`src/rtl/ssp_pkg.sv`:
```
// Shared SSP widths and depths.
// The receive FIFO takes its parameter defaults from here.
package ssp_pkg;

    localparam int SSP_DATA_W   = 8;
    localparam int SSP_RX_DEPTH = 4;
    localparam int SSP_RX_PTR_W = $clog2(SSP_RX_DEPTH);
    localparam int SSP_RX_CNT_W = SSP_RX_PTR_W + 1;

endpackage : ssp_pkg

```
`src/rtl/ssp_rx_fifo.sv`:
```
// SSP receive FIFO: buffers bytes from the receive shifter until the APB host reads them.
// Define SSP_RX_OVERRUN_EN to build the sticky overrun flag on RXOVR.
module ssp_rx_fifo
    import ssp_pkg::*;
#(
    parameter int DATA_W = SSP_DATA_W,
    parameter int DEPTH  = SSP_RX_DEPTH
) (
    input  logic              PCLK,
    input  logic              CLEAR_B,
    input  logic              PSEL,
    input  logic              PWRITE,
    input  logic [DATA_W-1:0] RxData,
    input  logic              rxDone,
    output logic [DATA_W-1:0] PRDATA,
    output logic              validRx,
    output logic              SSPRXINTR,
    output logic              RXOVR
);

    localparam int PTR_W = $clog2(DEPTH);
    localparam int CNT_W = PTR_W + 1;
    localparam logic [CNT_W-1:0] FULL_CNT = CNT_W'(DEPTH);

    logic [DATA_W-1:0] mem [DEPTH];
    logic [PTR_W-1:0]  rd_ptr;
    logic [PTR_W-1:0]  wr_ptr;
    logic [CNT_W-1:0]  count;

    logic pop_req;
    logic pop_ok;
    logic push_ok;

    // Handshake: the receive side has no back-pressure; a push is taken when
    // there is room (or a pop frees a slot this cycle), otherwise dropped. A pop
    // is a host read that finds the FIFO non-empty; reads on empty are ignored.
    assign pop_req = PSEL & ~PWRITE;
    assign pop_ok  = pop_req && (count != '0);
    assign push_ok = rxDone && ((count != FULL_CNT) || pop_ok);

    assign validRx   = (count != '0);
    assign SSPRXINTR = (count == FULL_CNT);

    always_ff @(posedge PCLK) begin
        if (!CLEAR_B) begin
            rd_ptr <= '0;
            wr_ptr <= '0;
            count  <= '0;
            PRDATA <= '0;
            for (int i = 0; i < DEPTH; i++) begin
                mem[i] <= '0;
            end
        end else begin
            if (push_ok) begin
                mem[wr_ptr] <= RxData;
                wr_ptr      <= wr_ptr + PTR_W'(1);
            end
            // When full with push and pop together, this reads the old byte
            // before the push overwrites the same slot.
            if (pop_ok) begin
                PRDATA <= mem[rd_ptr];
                rd_ptr <= rd_ptr + PTR_W'(1);
            end
            case ({push_ok, pop_ok})
                2'b10:   count <= count + CNT_W'(1);
                2'b01:   count <= count - CNT_W'(1);
                default: count <= count;
            endcase
        end
    end

`ifdef SSP_RX_OVERRUN_EN
    logic drop;
    logic ovr_q;

    assign drop = rxDone && !push_ok;

    always_ff @(posedge PCLK) begin
        if (!CLEAR_B) begin
            ovr_q <= 1'b0;
        end else if (drop) begin
            ovr_q <= 1'b1;
        end
    end

    assign RXOVR = ovr_q;
`else
    assign RXOVR = 1'b0;
`endif

endmodule : ssp_rx_fifo

```
`config.mk`:
```
export PLATFORM = sky130hd
export DESIGN_NAME = ssp_rx_fifo
export DESIGN_NICKNAME = d
export VERILOG_FILES = /design/src/rtl/ssp_pkg.sv /design/src/rtl/ssp_rx_fifo.sv
export SDC_FILE = /design/constraint.sdc
export NUM_CORES = 1
export LEC_CHECK = 0
export CAP_MARGIN = 5
export CORE_ASPECT_RATIO = 1.4
export CORE_UTILIZATION = 41
export CTS_BUF_LIST = sky130_fd_sc_hd__clkbuf_8
export CTS_CLUSTER_DIAMETER = 50
export CTS_CLUSTER_SIZE = 25
export DETAILED_ROUTE_END_ITERATION = 8
export GPL_ROUTABILITY_DRIVEN = 0
export HOLD_SLACK_MARGIN = 0.12
export PLACE_DENSITY = 0.68
export SLEW_MARGIN = 25
export SYNTH_ARGS = -nofsm -noshare
export SYNTH_HDL_FRONTEND = slang
export SYNTH_SLANG_ARGS = --single-unit
```
`constraint.sdc`:
```
create_clock -name PCLK -period 3.75 [get_ports PCLK]
set_clock_uncertainty 0.1 [all_clocks]
set_input_delay 1.125 -clock PCLK [delete_from_list [all_inputs] [get_ports PCLK]]
set_output_delay 1.125 -clock PCLK [all_outputs]
set_load 0.02 [all_outputs]
```
==> impl_metrics.env, run 1 <==
export IMPL_cp_slowest_cell="fa_1"
export IMPL_io_buffers=22
export IMPL_relSlewSlack=0.596
export IMPL_endpoint_kind="flop"
export IMPL_grt_pass1_vias=1266
export IMPL_syn_to_final_growth_pct=18.0
export IMPL_synth_cells=181
export IMPL_crit_path_cell_trace="clkdlybuf4s50_1 -> and2b_1 -> and2_1 -> nand2b_1 -> fa_1 -> nand3b_1 -> o211a_1 -> o31a_1"
export IMPL_timing_hold_ws_ns=0.354
export IMPL_post_cts_buffers=0
export IMPL_detail_route_antenna_nets=0
export IMPL_avgSynthCellArea_um2=11.9
export IMPL_antenna_found_initial=0
export IMPL_max_freq_ghz=0.324
export IMPL_synth_top_family_by_area="simple AND/OR/NAND/NOR gates"
export IMPL_fp_row_count=30
export IMPL_p_int_mw=0.969
export IMPL_min_period_over_period=0.822
export IMPL_grt_pass1_wl_mm=6.05
export IMPL_maxSlewViolCount=0
export IMPL_path_clk_slew_ns=0.08
export IMPL_hp_class="flop to flop"
export IMPL_synth_cell_types=35
export IMPL_instances_no_fill=266
export IMPL_p_per_area_mw_per_mm2=505
export IMPL_synthSimpleGateAreaFrac=0.184
export IMPL_synth_main_ff_cell="edfxtp_1"
export IMPL_drive_gt1_frac=0.168
export IMPL_dp_cells=258
export IMPL_worst_slew_pin_slew_ns=0.605
export IMPL_max_stage_delay_ns=0.42
export IMPL_rsz0062_at_grt="no"
export IMPL_maxCapViolations=0
export IMPL_required_ns=3.84
export IMPL_ctsHoldBuffers=0
export IMPL_setup_viol=0
export IMPL_hold_violations=0
export IMPL_synthMuxAreaShare=0.0931
export IMPL_setup_tns_ns=0
export IMPL_p_sw_mw=0.311
export IMPL_die_w_um=63.2
export IMPL_grt_use_total=0.148
export IMPL_setup_ws_ns=0.667
export IMPL_clkPwrFrac=0.340
export IMPL_path_max_fanout=6
export IMPL_io_pins=24
export IMPL_cts_root_buf="clkbuf_8"
export IMPL_combPwrFrac=0.166
export IMPL_insertion_delay_ns=0.29
export IMPL_htreeDepth=2
export IMPL_core_mm2=0.00495
export IMPL_final_min_clock_period_ns=3.08
export IMPL_p_sw_frac=0.243
export IMPL_synth_xor_area_frac=0.0163
export IMPL_synthAdderAreaFrac=0.00931
export IMPL_startpoint_type="input port"
export IMPL_vias_per_cell=4.96
export IMPL_p_leak_nw=0.898
export IMPL_syn_nets=195
export IMPL_synth_compound_area_frac=0.0634
export IMPL_synth_area_leader_cell="edfxtp_1"
export IMPL_diodes=0
export IMPL_die_height_um=87.7
export IMPL_total_power_mw=1.28
export IMPL_nets=215
export IMPL_cts_sinks=47
export IMPL_grt_max_degree=19
export IMPL_cts_resized_gates=0
export IMPL_drt_first_pass_iters=4
export IMPL_path_class="input port to flop"
export IMPL_drt_initial_drc_count=75
export IMPL_routedWlPerCell_um=13.6
export IMPL_status="completed"
export IMPL_post_place_ws_ns=0.348
export IMPL_clock_path_buffers=2
export IMPL_ir_drop_uv=286
export IMPL_synth_edf_count=32
export IMPL_start_util=0.434
export IMPL_synthArstFlopShare=0
export IMPL_syn_cell_area_mm2=0.00215
export IMPL_power_frac_seq=0.494
export IMPL_ys_seq_elements=47
export IMPL_cts_tree="done"
export IMPL_yosys_area_top_type_share=0.447
export IMPL_worstPathArrival_ns=3.18
export IMPL_globalRouteOverflowTotal=0
export IMPL_dieArea_mm2=0.00554
export IMPL_cts_made_buffers=5
export IMPL_synth_warnings=0
export IMPL_synthTopCellsByArea="edfxtp_1 45%, dfxtp_1 14%, mux4_2 8.4%"
export IMPL_vias=1320
export IMPL_ys_seq_area_frac=0.587
export IMPL_drc=0
export IMPL_dp_hpwl_mm=2.67
export IMPL_wirelength_mm=3.61
[cell families after synthesis]
| kind of cell | after synthesis |
|---|---|
| xor+xnor | 4 |
| other cells | 1 |
| buf+inv | 18 |
| compound gates | 16 |
| simple gates | 84 |
| flops | 47 |
| fa+ha+maj | 1 |
| mux | 10 |
[stage by stage]
step	utilization	area, um2
detailed placement	0.485	2400
global placement	0.485	2400
CTS	0.512	2540
floorplan	-	2150
finish	0.512	2540
global route	0.512	2540
[registers in the layout, indices dropped and copies added, names as in the netlist]
register,cells
mem,32
wr_ptr,2
PRDATA,8
count,3
rd_ptr,2
[layout make-up]
class / count / area [um2]
well taps: 64 / 80.1
inverters: 5 / 18.8
clock inverters: 3 / 66.3
multi-input cells: 116 / 791
repair buffers: 26 / 250
flip-flops and latches: 47 / 1260
clock buffers: 5 / 68.8
fillers: 455 / 2420
[synth_stat cells, drive strengths merged (2+ instances only)]
library cell,count
nand2,32
nand2b,3
mux2i,2
edfxtp,32
nor2,35
a21boi,9
and2,4
clkbuf,3
inv,5
buf,10
dfxtp,15
or3,4
mux4,8
o21ai,2
xnor2,4
[layer usage]
layer	vias to the layer above	wire length (um)	global-route usage
li1	655	-	-
met1	622	1570	0.167
met2	32	1800	0.261
met3	11	107	0.0247
met4	0	132	0.0930
met5	-	0	0
[power by group through the flow]
stage,Clock (mW),Sequential [mW],Combinational [mW]
4_1_cts,0.441,0.635,0.215
2_1_floorplan,0,0.634,0.163
3_5_place_dp,0,0.647,0.213
5_1_grt,0.461,0.641,0.232
6_report,0.435,0.633,0.212
3_3_place_gp,0,0.645,0.210
[cell usage in the layout (no fill, tap or decap)]
| master | instances |
|---|---|
| conb_1 | 1 |
| nor2_1 | 27 |
| o31a_1 | 1 |
| a21boi_2 | 1 |
| fa_1 | 1 |
| a221oi_1 | 1 |
| nand3_1 | 1 |
| or3_1 | 4 |
| bufinv_16 | 2 |
| o21ai_2 | 1 |
| or4b_1 | 1 |
| nand2_2 | 2 |
| buf_4 | 4 |
| o21ai_4 | 1 |
| mux4_2 | 8 |
| nor2_2 | 8 |
| dfxtp_1 | 15 |
| a21boi_1 | 8 |
| nand3b_1 | 1 |
| inv_4 | 1 |
| xnor2_1 | 4 |
| nor4b_1 | 1 |
| nand2b_1 | 3 |
| o31ai_1 | 1 |
| edfxtp_1 | 32 |
| clkbuf_8 | 5 |
| and2_1 | 4 |
| or3b_4 | 1 |
| mux2i_1 | 2 |
| a21oi_1 | 1 |
| and2b_1 | 1 |
| o211a_1 | 1 |
| clkdlybuf4s50_1 | 22 |
| inv_1 | 5 |
| nand2_1 | 30 |
[path summary, 6_finish.rpt]
kind | startpoint | to | slack, ns | cells past startpoint
setup / recovery | PWRITE | count[2] | 0.67 | 8
hold / removal | PRDATA[1] | PRDATA[1] | 0.35 | 2
setup reg to reg | count[2] | mem[0][3] | 1.39 | 4
hold reg to reg | PRDATA[1] | PRDATA[1] | 0.35 | 2
[critical path, delay by kind of cell]
| kind | cells | cell delay (ns) |
|---|---|---|
| simple gates | 4 | 0.81 |
| buf+inv | 1 | 0.41 |
| fa+ha+maj | 1 | 0.42 |
| compound gates | 2 | 0.41 |
(Power assumes the default switching activity.)
==> run 2, diff against run 1 <==
==> constraint.sdc (replaced) <==
create_clock -name PCLK -period 2.9 [get_ports PCLK]
set_clock_uncertainty 0.1 [all_clocks]
set_input_delay 0.87 -clock PCLK [delete_from_list [all_inputs] [get_ports PCLK]]
set_output_delay 0.87 -clock PCLK [all_outputs]
set_load 0.02 [all_outputs]
==> run 2 against run 1 <==
  * Total power rose by 24%
  * Routed wire length is 3.9% lower
  * Global-route usage is 0.28 points lower
  * Non-clock buffer count increased by 5
  * Flip-flop and latch count unchanged
  * Core utilization increased by 0.35 points
  * Combinational power is 32% higher
  * Clock power increased by 12%
  * Final area is 0.69% higher
  * Cell count up 1.9%
  * Critical path depth decreased by 5
  * First-iteration DRC count is 29% lower
  * Critical endpoint is now SSPRXINTR
  * Highest routed layer unchanged
==> impl_metrics.env, run 2 (synthesis results as in run 1) <==
export IMPL_rsz0062_at_grt="no"
export IMPL_top_register="mem"
export IMPL_power_frac_seq=0.515
export IMPL_globalRouteOverflowTotal=0
export IMPL_fill_cells=464
export IMPL_cts_tree="done"
export IMPL_post_place_ws_ns=-0.0358
export IMPL_ctsHoldBuffers=0
export IMPL_clock_path_buffers=2
export IMPL_setup_viol=0
export IMPL_path_class="flop to output port"
export IMPL_final_min_clock_period_ns=2.75
export IMPL_final_cell_mix="32 x edfxtp_1, 30 x nand2_1, 27 x nor2_1"
export IMPL_grt_use_total=0.145
export IMPL_cts_resized_gates=0
export IMPL_grt_max_degree=19
export IMPL_routedWlPerCell_um=12.8
export IMPL_fp_row_count=30
export IMPL_p_sw_frac=0.258
export IMPL_vias=1328
export IMPL_drc=0
export IMPL_die_height_um=87.7
export IMPL_p_int_mw=1.18
export IMPL_regToRegStartpoint="count[2]"
export IMPL_clkPwrFrac=0.309
export IMPL_min_period_over_period=0.948
export IMPL_start_util=0.434
export IMPL_dp_cells=263
export IMPL_relSlewSlack=0.607
export IMPL_largest_reg_flops=32
export IMPL_maxCapViolations=0
export IMPL_startpoint_type="flop"
export IMPL_dieArea_mm2=0.00554
export IMPL_fin_area_mm2=0.00255
export IMPL_top_regs="mem (32), PRDATA (8), count (3)"
export IMPL_cts_sinks=47
export IMPL_placedInstanceArea_mm2=0.00244
export IMPL_min_from="PRDATA[5]"
export IMPL_detail_route_antenna_nets=0
export IMPL_finish_utilization=0.515
export IMPL_final_common_cell="edfxtp_1"
export IMPL_max_freq_ghz=0.364
export IMPL_p_sw_mw=0.410
export IMPL_antenna_found_initial=0
export IMPL_worstPathArrival_ns=1.78
export IMPL_hp_class="flop to flop"
export IMPL_grt_pass1_vias=1295
export IMPL_wl_met2_mm=1.87
export IMPL_htreeDepth=2
export IMPL_io_buffers=22
export IMPL_path_max_fanout=5
export IMPL_status="completed"
export IMPL_grt_pass1_wl_mm=6.17
export IMPL_p_per_area_mw_per_mm2=621
export IMPL_setup_ws_ns=0.150
export IMPL_io_pins=24
export IMPL_routed_top_layer="met4"
export IMPL_timing_hold_ws_ns=0.354
export IMPL_wirelength_mm=3.47
export IMPL_die_w_um=63.2
export IMPL_drt_initial_drc_count=53
export IMPL_cts_made_buffers=5
export IMPL_total_power_mw=1.59
export IMPL_hold_violations=0
export IMPL_post_cts_buffers=0
export IMPL_dr_wl_met3_um=121
export IMPL_crit_start="count[2]"
export IMPL_core_mm2=0.00495
export IMPL_diodes=0
export IMPL_wl_met1_mm=1.44
export IMPL_drive_gt1_frac=0.188
export IMPL_required_ns=1.93
export IMPL_worst_slew_pin_slew_ns=0.588
export IMPL_p_leak_nw=0.908
export IMPL_cts_root_buf="clkbuf_8"
export IMPL_instances_no_fill=271
export IMPL_ir_drop_uv=231
export IMPL_combPwrFrac=0.177
export IMPL_syn_to_final_growth_pct=18.8
export IMPL_drt_first_pass_iters=4
export IMPL_insertion_delay_ns=0.30
export IMPL_path_clk_slew_ns=0.09
export IMPL_maxSlewViolCount=0
export IMPL_vias_per_cell=4.90
export IMPL_endpoint_kind="output port"
export IMPL_nets=220
export IMPL_dp_hpwl_mm=2.63
export IMPL_setup_tns_ns=0
[run 2: cell types whose count changed in the layout (fill, tap and decap cells not counted)]
cell	delta
buf_4	+5
bufinv_16	-1
clkinvlp_4	+1
inv_4	-1
inv_6	+1
[run 2: worst paths after layout]
kind | end | slack (ns) | depth (start not counted)
worst min register to register | PRDATA[5] | 0.35 | 2
worst max-delay path | SSPRXINTR | 0.15 | 3
worst max register to register | count[2] | 0.72 | 7
worst min-delay path | PRDATA[5] | 0.35 | 2
[run 2: power by group through the flow]
stage / registers, mW / clock network (mW) / logic (mW)
final: 0.816 / 0.489 / 0.280
after global routing: 0.828 / 0.523 / 0.311
after CTS: 0.818 / 0.499 / 0.284
after detailed placement: 0.833 / 0 / 0.283
after global placement: 0.832 / 0 / 0.278
after floorplan: 0.820 / 0 / 0.210
[run 2: layer usage]
| layer | track usage | up-vias |
|---|---|---|
| met3 | 0.0313 | 4 |
| li1 | - | 667 |
| met2 | 0.255 | 33 |
| met5 | 0 | - |
| met4 | 0.0558 | 0 |
| met1 | 0.175 | 624 |
[run 2: final cells by class]
class / instances / area (um2) / share of cell area
well taps: 64 / 80.1 / 0.0314
clock inverters: 3 / 46.3 / 0.0181
inverters: 5 / 18.8 / 0.00735
multi-input cells: 116 / 791 / 0.310
flip-flops and latches: 47 / 1260 / 0.494
repair buffers: 31 / 288 / 0.113
clock buffers: 5 / 68.8 / 0.0269
[run 2: worst max-delay path, stage by stage, from the launching register on]
cell	delay [ns]
dfxtp_1	0.41
or3b_4	0.43
inv_1	0.06
clkdlybuf4s50_1	0.59
